[config.mk]
export PLATFORM = sky130hd
export DESIGN_NAME = serial_subtractor
export DESIGN_NICKNAME = d
export VERILOG_FILES = /design/src/rtl/serial_sub_pkg.sv /design/src/rtl/full_subtractor_bit.sv /design/src/rtl/serial_subtractor.sv
export SDC_FILE = /design/constraint.sdc
export NUM_CORES = 1
export LEC_CHECK = 0
export ABC_AREA = 1
export CAP_MARGIN = 20
export CORE_MARGIN = 1
export CORE_UTILIZATION = 38
export CTS_CLUSTER_DIAMETER = 150
export DETAILED_ROUTE_END_ITERATION = 8
export HOLD_SLACK_MARGIN = 0.1
export SLEW_MARGIN = 0
export SYNTH_ARGS = -nofsm -noshare
export SYNTH_HDL_FRONTEND = slang
export SYNTH_HIERARCHICAL = 1
export SYNTH_SLANG_ARGS = --single-unit
[constraint.sdc]
create_clock -name clk -period 1.62 [get_ports clk]
set_input_delay 0.162 -clock clk [delete_from_list [all_inputs] [get_ports clk]]
set_output_delay 0.162 -clock clk [all_outputs]
set_load 0.01 [all_outputs]
[src/rtl/serial_sub_pkg.sv]
// Shared types and helpers for the bit-serial subtractor.
// Holds the controller state encoding and the counter-width helper.
package serial_sub_pkg;

    typedef enum logic [1:0] {
        IDLE = 2'd0,
        RUN  = 2'd1,
        DONE = 2'd2
    } sub_state_t;

    // Bits needed to count bit positions 0..width-1.
    function automatic int clog2_w(input int width);
        return $clog2(width);
    endfunction

endpackage

[src/rtl/full_subtractor_bit.sv]
// One-bit full-subtractor cell: d = a - b - bin, with borrow out.
// Combinational counterpart of the adder's full-adder cell.
module full_subtractor_bit (
    input  logic a,
    input  logic b,
    input  logic bin,
    output logic d,
    output logic bout
);

    assign d    = a ^ b ^ bin;
    assign bout = (~a & b) | (~a & bin) | (b & bin);

endmodule

[src/rtl/serial_subtractor.sv]
// Bit-serial subtractor: D = A - B - Bin over WIDTH cycles, LSB first,
// one full-subtractor cell plus a registered borrow, behind start/done.
module serial_subtractor
    import serial_sub_pkg::*;
#(
    parameter int WIDTH = 4
) (
    input  logic             clk,
    input  logic             rst,
    input  logic             start,
    input  logic [WIDTH-1:0] A,
    input  logic [WIDTH-1:0] B,
    input  logic             Bin,
    output logic             busy,
    output logic             done,
    output logic [WIDTH-1:0] D,
    output logic             Bout
);

    localparam int            CW   = clog2_w(WIDTH);
    localparam logic [CW-1:0] LAST = CW'(WIDTH - 1);

    sub_state_t       state;
    sub_state_t       state_next;
    logic [CW-1:0]    cnt;
    logic [WIDTH-1:0] a_sr;
    logic [WIDTH-1:0] b_sr;
    logic [WIDTH-1:0] res_sr;
    logic [WIDTH-1:0] res_next;
    logic             borrow;
    logic             cell_d;
    logic             cell_bout;
    logic             last_bit;

    full_subtractor_bit u_cell (
        .a    (a_sr[0]),
        .b    (b_sr[0]),
        .bin  (borrow),
        .d    (cell_d),
        .bout (cell_bout)
    );

    assign last_bit = (cnt == LAST);
    assign res_next = {cell_d, res_sr[WIDTH-1:1]};

    always_comb begin
        // NOTE: default assigned first so no path leaves state_next unassigned (no latch).
        state_next = state;
        case (state)
            IDLE:    if (start) state_next = RUN;
            RUN:     if (last_bit) state_next = DONE;
            DONE:    state_next = IDLE;
            default: state_next = IDLE;
        endcase
    end

    always_ff @(posedge clk) begin
        // NOTE: non-blocking assignments so every register samples pre-edge values.
        if (rst) state <= IDLE;
        else     state <= state_next;
    end

    // busy/done are decoded from the next state so they are true flop outputs
    // that line up exactly with RUN and DONE.
    always_ff @(posedge clk) begin
        if (rst) begin
            cnt    <= '0;
            a_sr   <= '0;
            b_sr   <= '0;
            res_sr <= '0;
            borrow <= 1'b0;
            D      <= '0;
            Bout   <= 1'b0;
            busy   <= 1'b0;
            done   <= 1'b0;
        end else begin
            busy <= (state_next == RUN);
            done <= (state_next == DONE);
            case (state)
                IDLE: begin
                    if (start) begin
                        a_sr   <= A;
                        b_sr   <= B;
                        borrow <= Bin;
                        res_sr <= '0;
                        cnt    <= '0;
                    end
                end
                RUN: begin
                    a_sr   <= a_sr >> 1;
                    b_sr   <= b_sr >> 1;
                    borrow <= cell_bout;
                    res_sr <= res_next;
                    cnt    <= cnt + CW'(1);
                    if (last_bit) begin
                        D    <= res_next;
                        Bout <= cell_bout;
                    end
                end
                default: ;
            endcase
        end
    end

endmodule
Word level (Yosys, flattened, before mapping). Cells that the tools add are included.

Bitwise gates (word level): 8. Eq/ne operators: 5. $add $sub $neg: 1. Reductions and logical operators: 4. Muxes and demuxes: 13.

Operators by type and width (count): $pmux W4 S2 (3); $mux W4 (3); $pmux W2 S2 (2); $mux W2 (3); $eq A2 B1 Y1 const B (2); $eq A2 B2 Y1 const B (2); $reduce_and A2 Y1 (2); $and A1 B1 Y1 (3); $add A2 B1 Y2 const B (1); $logic_not A2 Y1 (1); $ne A2 B2 Y1 const B (1); $or A1 B1 Y1 (2); $pmux W1 S2 (1); $reduce_bool A2 Y1 (1); $xor A1 B1 Y1 (2); $mux W1 (1); $not A1 Y1 (1).

Bits in registers: 24. Word-level logic and storage cells: 41. Output and inout bits: 7. Input bits: 12.

Depth between registers and ports, before layout. Gate-level depths: netlist (run 1).

Depth after elaboration: 5. Mapped depth: 7. Gate-level depth less buffers: 6.

Modules after synthesis. The synthesis (run 1) kept the hierarchy.

Modules (own cells, without submodules): serial_subtractor (cells each 139, times used 1, seq. area each 460.4 um2, area an instance 979.7 um2); full_subtractor_bit (cells each 3, times used 1, seq. area each 0.0 um2, area an instance 27.5 um2).

Worst setup path before layout (run 1). No wires, ideal clock.

Kind: register to register. Start point: reg a_sr[0]. End point: reg res_sr[3]. Required time: 1.503 ns. Setup time: 0.117 ns. Arrival time: 1.017 ns. Period minus slack after synthesis: 1.134 ns. Stages on the path, launching flop included: 6. Path buffers: 0. Slack: 0.486 ns. Cell sequence: dfxtp_1 -> inv_1 -> fa_1 -> inv_1 -> nand2_1 -> a21oi_1.

Cells in the longest elaborated chain, start to end: 3.

RTL lines: from (decl) (RTL line serial_subtractor.sv:26) `logic [WIDTH-1:0] a_sr;`; from (signal assigned) (RTL line serial_subtractor.sv:90) `a_sr <= a_sr >> 1;`; $xor A1 B1 Y1 (2 in series) (RTL line full_subtractor_bit.sv:11) `assign d = a ^ b ^ bin;`; via cell_d (RTL line serial_subtractor.sv:31) `logic cell_d;`; $pmux W4 S2 (RTL line serial_subtractor.sv:79) `case (state)`; to (signal assigned) (RTL line serial_subtractor.sv:93) `res_sr <= res_next;`; to (decl) (RTL line serial_subtractor.sv:28) `logic [WIDTH-1:0] res_sr;`.

The timed path passes the listed nets, and every way through them passes these cells. A chain may end at the register's enable or synchronous reset.

Final worst setup path (run 1).
Start point: reg D[3]. End point: out D[3].

RTL lines: from (decl) (RTL line serial_subtractor.sv:16) `output logic [WIDTH-1:0] D,`; from (signal assigned) (RTL line serial_subtractor.sv:96) `D <= res_next;`.

No word-level cell between the ends.

==> run summary, run 1 <==
CP max FO = 2
unrepaired setup endpoints after global routing = false
relative slew slack = 0.716
Clk Latency, worst-skew pair = 0.30 ns
syn avg cell area = 7.09 um2
Crit path buffers/inverters = 1
WL per Instance = 10.1 um
Post-Synth Simple-Gate Area = 0.347
WHS = 0.422 ns
status = finished clean
area occupied by registers = 460 um2
Post-Synthesis Net Count = 156
nets@finish = 177
Setup Fix Bufs, Post-CTS = 0
clk_skew = 0.00157 ns
post-synthesis adder-cell area fraction = 0.0323
WS Path Type = reg -> out
Max Cap Viol = 0
DRC Markers = 0
all-layer global routing usage = 0.164
setup ws final = 0.259 ns
FMAX = 735 MHz
die width = 53.5 um
post-synthesis cell area = 0.00101 mm2
largest family of logic cells by synthesized area = simple AND/OR/NAND/NOR gates
Mapped Cells = 142
antenna violations before repair = 0
Place WS = 0.219 ns
Final Cell Area = 0.00123 mm2
DRT antenna net count = 0
cell area power density = 834 mW/mm2
share of the clock period used by the worst path = 0.840
Multi-input gate area = 443 um2
Hold Startpoint = B[3]
Worst Setup SP = D[3]
Worst path top cell family by delay = buffers and inverters
DRT Pass-1 Iters = 4
placed inst area = 0.00121 mm2
Pleak = 0.570 nW
via/cell ratio = 4.57
GPL Wtd Cong = 0.759
crit path launch type = flop
clock-pin slew on the worst setup and hold paths = 0.12 ns
Slowest-stage cell, CP = clkdlybuf4s50_1
# diodes = 0
top cell type by total area after synthesis = dfxtp_1
ranking of synthesized cells by area = dfxtp_1, nand2_1, nor2_1
TNS Setup = 0 ns
Filler Cells Inserted = 265
clock sink count = 23
met2 Track Usage GR = 0.265
pin count of the biggest net entering global routing = 17
Area Growth Syn to Fin = 22.5%
io pins = 19
Port Buffer Count = 18
CTS tree = yes
hold buffers post-CTS = 0
Synth top area share = 0.457
Period minus WS final = 1.36 ns
die area = 0.00286 mm2
1st-iter DRT viols = 4
sequential share of the synthesized area = 0.457
compound-gate portion of the synthesized area = 0.0609
count of final setup violators = 0
number of global-route vias before repair = 773
Initial Util = 0.403
CP endpoint kind = primary output
global-route wire length before repair = 3290 um
Min-Delay Path Class = in -> reg
Max Slew Vio Count = 0
clk buf depth = 2
Resize count post-CTS = 0
met3 Use GR = 0.0374
Synth Warn # = 6
WP data arrival = 1.20 ns
Core ar. = 0.00250 mm2
H-tree levels = 1
Post-Route WL = 1950 um
Die Span Y = 53.5 um
gr busiest metal = met2
Detailed Place HPWL = 1380 um
Site Rows = 18
XOR/XNOR Fraction of Synth Area = 0
Num CTS Buffers = 3
Cell variety after synth = 17
layout cells sized above 1 = 0.0802
worst path required time = 1.46 ns
Synth Register Bits = 23
Slew @ Worst Pin = 0.425 ns
M1 GR Usage = 0.208
Reg2Reg Launch Point = state[0]
max incr delay on CP = 0.53 ns
routed vias = 878
GR Overflow Total = 0
Peak VDD IR = 0.000489 V
Fin. Hold Viols = 0
crit path cell chain = clkdlybuf4s50_1
Core Util, Final = 0.493
CTS root buf = clkbuf_4
mux share of post-synthesis cell area = 0
## synthesized netlist by cell type, drive strengths merged
cell type / number
nand2: 51
dfxtp: 23
nor2: 20
inv: 19
nand3: 11
a21oi: 8
buf: 4
nor3: 2
o21ai: 2
fa: 1
ha: 1
## path summary, 6_finish.rpt
check,end,slack [ns],depth (start not counted)
max,D[3],0.26,1
min,b_sr[3],0.42,3
min reg2reg,cnt[1],0.47,2
max reg2reg,D[2],0.32,5
## through the flow
step / std cells / total power [mW]
3_3_place_gp: 188 / 0.776
5_1_grt: 192 / 1.09
6_report: 192 / 1.03
2_1_floorplan: 142 / 0.727
4_1_cts: 192 / 1.04
3_5_place_dp: 188 / 0.779
## routing by layer
layer | share of wire | vias up | wire length [um]
met3 | 0.050 | 4 | 97
met4 | 0.013 | 0 | 26
met5 | 0 | - | 0
met2 | 0.44 | 20 | 851
met1 | 0.50 | 382 | 971
li1 | - | 472 | -
## power by group
part,internal (mW),total [mW],switching (mW)
logic,0.0702,0.156,0.0855
clock network,0.0960,0.263,0.167
registers,0.593,0.610,0.0170
total,0.759,1.03,0.269
## cells in the final DEF, fill, tap and decap left out
cell and n:
a21oi_1 8, buf_4 2, clkbuf_1 1, clkbuf_4 3
clkdlybuf4s50_1 18, dfxtp_1 23, fa_1 1, ha_1 1
inv_1 16, inv_2 3, nand2_1 49, nand2_2 2
nand3_1 10, nand3_2 1, nor2_1 19, nor2_4 1
nor3_1 2, o21ai_0 1, o21ai_4 1
## state kept, by name (all words and copies together), names as in the netlist
register and flops:
D 4, a_sr 4, b_sr 4, res_sr 3, cnt 2, state 2
Bout 1, borrow 1, busy 1, done 1
## logic make-up after synthesis
group	count (synthesis)
DFF	23
AOI/OAI and AO/OA	10
adders and majority gates	2
and+or+nand+nor	84
buffers and inverters	23
## final cells by class
type,instances,area share
Clock buffer,4,0.0213
Tap cell,30,0.0304
Multi-Input combinational cell,96,0.359
Sequential cell,23,0.373
Inverter,19,0.0578
Timing Repair Buffer,20,0.158
(Power assumes the default switching activity.)
==> run 2, diff against run 1 <==
Clock period 1.62 ns to 1.4 ns, I/O delays scaled along.
==> run summary, run 2 (synthesis results as in run 1) <==
Min-Delay Path Class = in -> reg
antenna violations before repair = 0
Detailed Place HPWL = 1470 um
global-route wire length before repair = 3380 um
crit path launch type = flop
Max Slew Vio Count = 0
GPL Wtd Cong = 0.765
clock share of power = 0.254
unrepaired setup endpoints after global routing = false
WL per Instance = 10.3 um
layout cells sized above 1 = 0.103
routed vias = 906
worst path required time = 1.26 ns
Die Span Y = 53.5 um
WP data arrival = 1.20 ns
most frequent cells in the layout = nand2_1, dfxtp_1, nor2_1, inv_1, clkdlybuf4s50_1
DRT antenna net count = 0
io pins = 19
die width = 53.5 um
DRT Pass-1 Iters = 4
TNS Setup = 0 ns
Crit path buffers/inverters = 1
relative slew slack = 0.720
via/cell ratio = 4.65
FMAX = 746 MHz
Initial Util = 0.403
Slew @ Worst Pin = 0.419 ns
Fin. Hold Viols = 0
Period minus WS final = 1.34 ns
CTS root buf = clkbuf_4
max incr delay on CP = 0.54 ns
Num CTS Buffers = 3
clk buf depth = 2
Core ar. = 0.00250 mm2
H-tree levels = 1
Place WS = 0.0497 ns
Port Buffer Count = 18
leading cell type in the layout, fill and taps excluded = nand2_1
status = finished clean
setup ws final = 0.0595 ns
Setup Fix Bufs, Post-CTS = 0
cell area power density = 950 mW/mm2
clock sink count = 23
1st-iter DRT viols = 5
# diodes = 0
die area = 0.00286 mm2
Pleak = 0.625 nW
Gate power share = 0.159
largest registers = D: 4 flops, a_sr: 4 flops, b_sr: 4 flops
Post-Route WL = 2010 um
number of global-route vias before repair = 812
CP endpoint kind = primary output
clk_skew = 0.00754 ns
clock-pin slew on the worst setup and hold paths = 0.12 ns
CTS tree = yes
Area Growth Syn to Fin = 25.3%
CP max FO = 2
Max Cap Viol = 0
crit path cell chain = clkdlybuf4s50_1
GR Overflow Total = 0
share of power burned in registers = 0.587
Switching Fraction = 0.265
all-layer global routing usage = 0.168
Site Rows = 18
nets@finish = 180
Int Pwr = 881 uW
DRC Markers = 0
pin count of the biggest net entering global routing = 17
Clk Latency, worst-skew pair = 0.31 ns
Slowest-stage cell, CP = clkdlybuf4s50_1
share of the clock period used by the worst path = 0.958
Worst path top cell family by delay = buffers and inverters
NetSw = 318 uW
Peak VDD IR = 0.000813 V
WS Path Type = reg -> out
count of final setup violators = 0
## run 2: metrics by stage
step	cell area (um2)	power, mW	hold slack (ns)	std cells	util
2_1_floorplan	1010	0.841	0.282	142	-
3_3_place_gp	1230	0.907	0.451	191	0.492
3_5_place_dp	1230	0.909	0.453	191	0.492
4_1_cts	1260	1.22	0.380	195	0.503
5_1_grt	1260	1.28	0.413	195	0.505
6_report	1260	1.20	0.397	195	0.505
## run 2: timing repair
action / CTS / global route
resized for setup: 0 / 2
hold buffers: 0 / 0
endpoints found under the setup margin: 0 / 2
## run 2: power by group through the flow
stage	clock [mW]	sequential [mW]	combinational (mW)
2_1_floorplan	0	0.714	0.127
3_3_place_gp	0	0.719	0.187
3_5_place_dp	0	0.720	0.190
4_1_cts	0.325	0.705	0.192
5_1_grt	0.353	0.710	0.217
6_report	0.304	0.705	0.190
## run 2: final cells by class
class	instances	area, um2
timing repair buffer	23	223
tap	30	37.5
sequential	23	460
fill	265	1240
clock inverter	1	5.00
multi-input combinational	96	443
inverter	19	71.3
clock buffer	3	22.5
## run 2: path summary, 6_finish.rpt
| path | startpoint | endpoint | slack [ns] | cells past startpoint |
|---|---|---|---|---|
| setup / recovery | D[0] | D[0] | 0.06 | 1 |
| hold / removal | A[3] | a_sr[3] | 0.40 | 3 |
| setup reg to reg | state[0] | a_sr[2] | 0.15 | 5 |
| hold reg to reg | res_sr[2] | D[1] | 0.47 | 2 |
## run 2: metal layers
layer | up-vias | track usage | wire (um)
li1 | 478 | - | -
met1 | 405 | 0.203 | 978
met2 | 19 | 0.279 | 908
met3 | 4 | 0.0517 | 99
met4 | 0 | 0.0526 | 28
met5 | - | 0 | 0
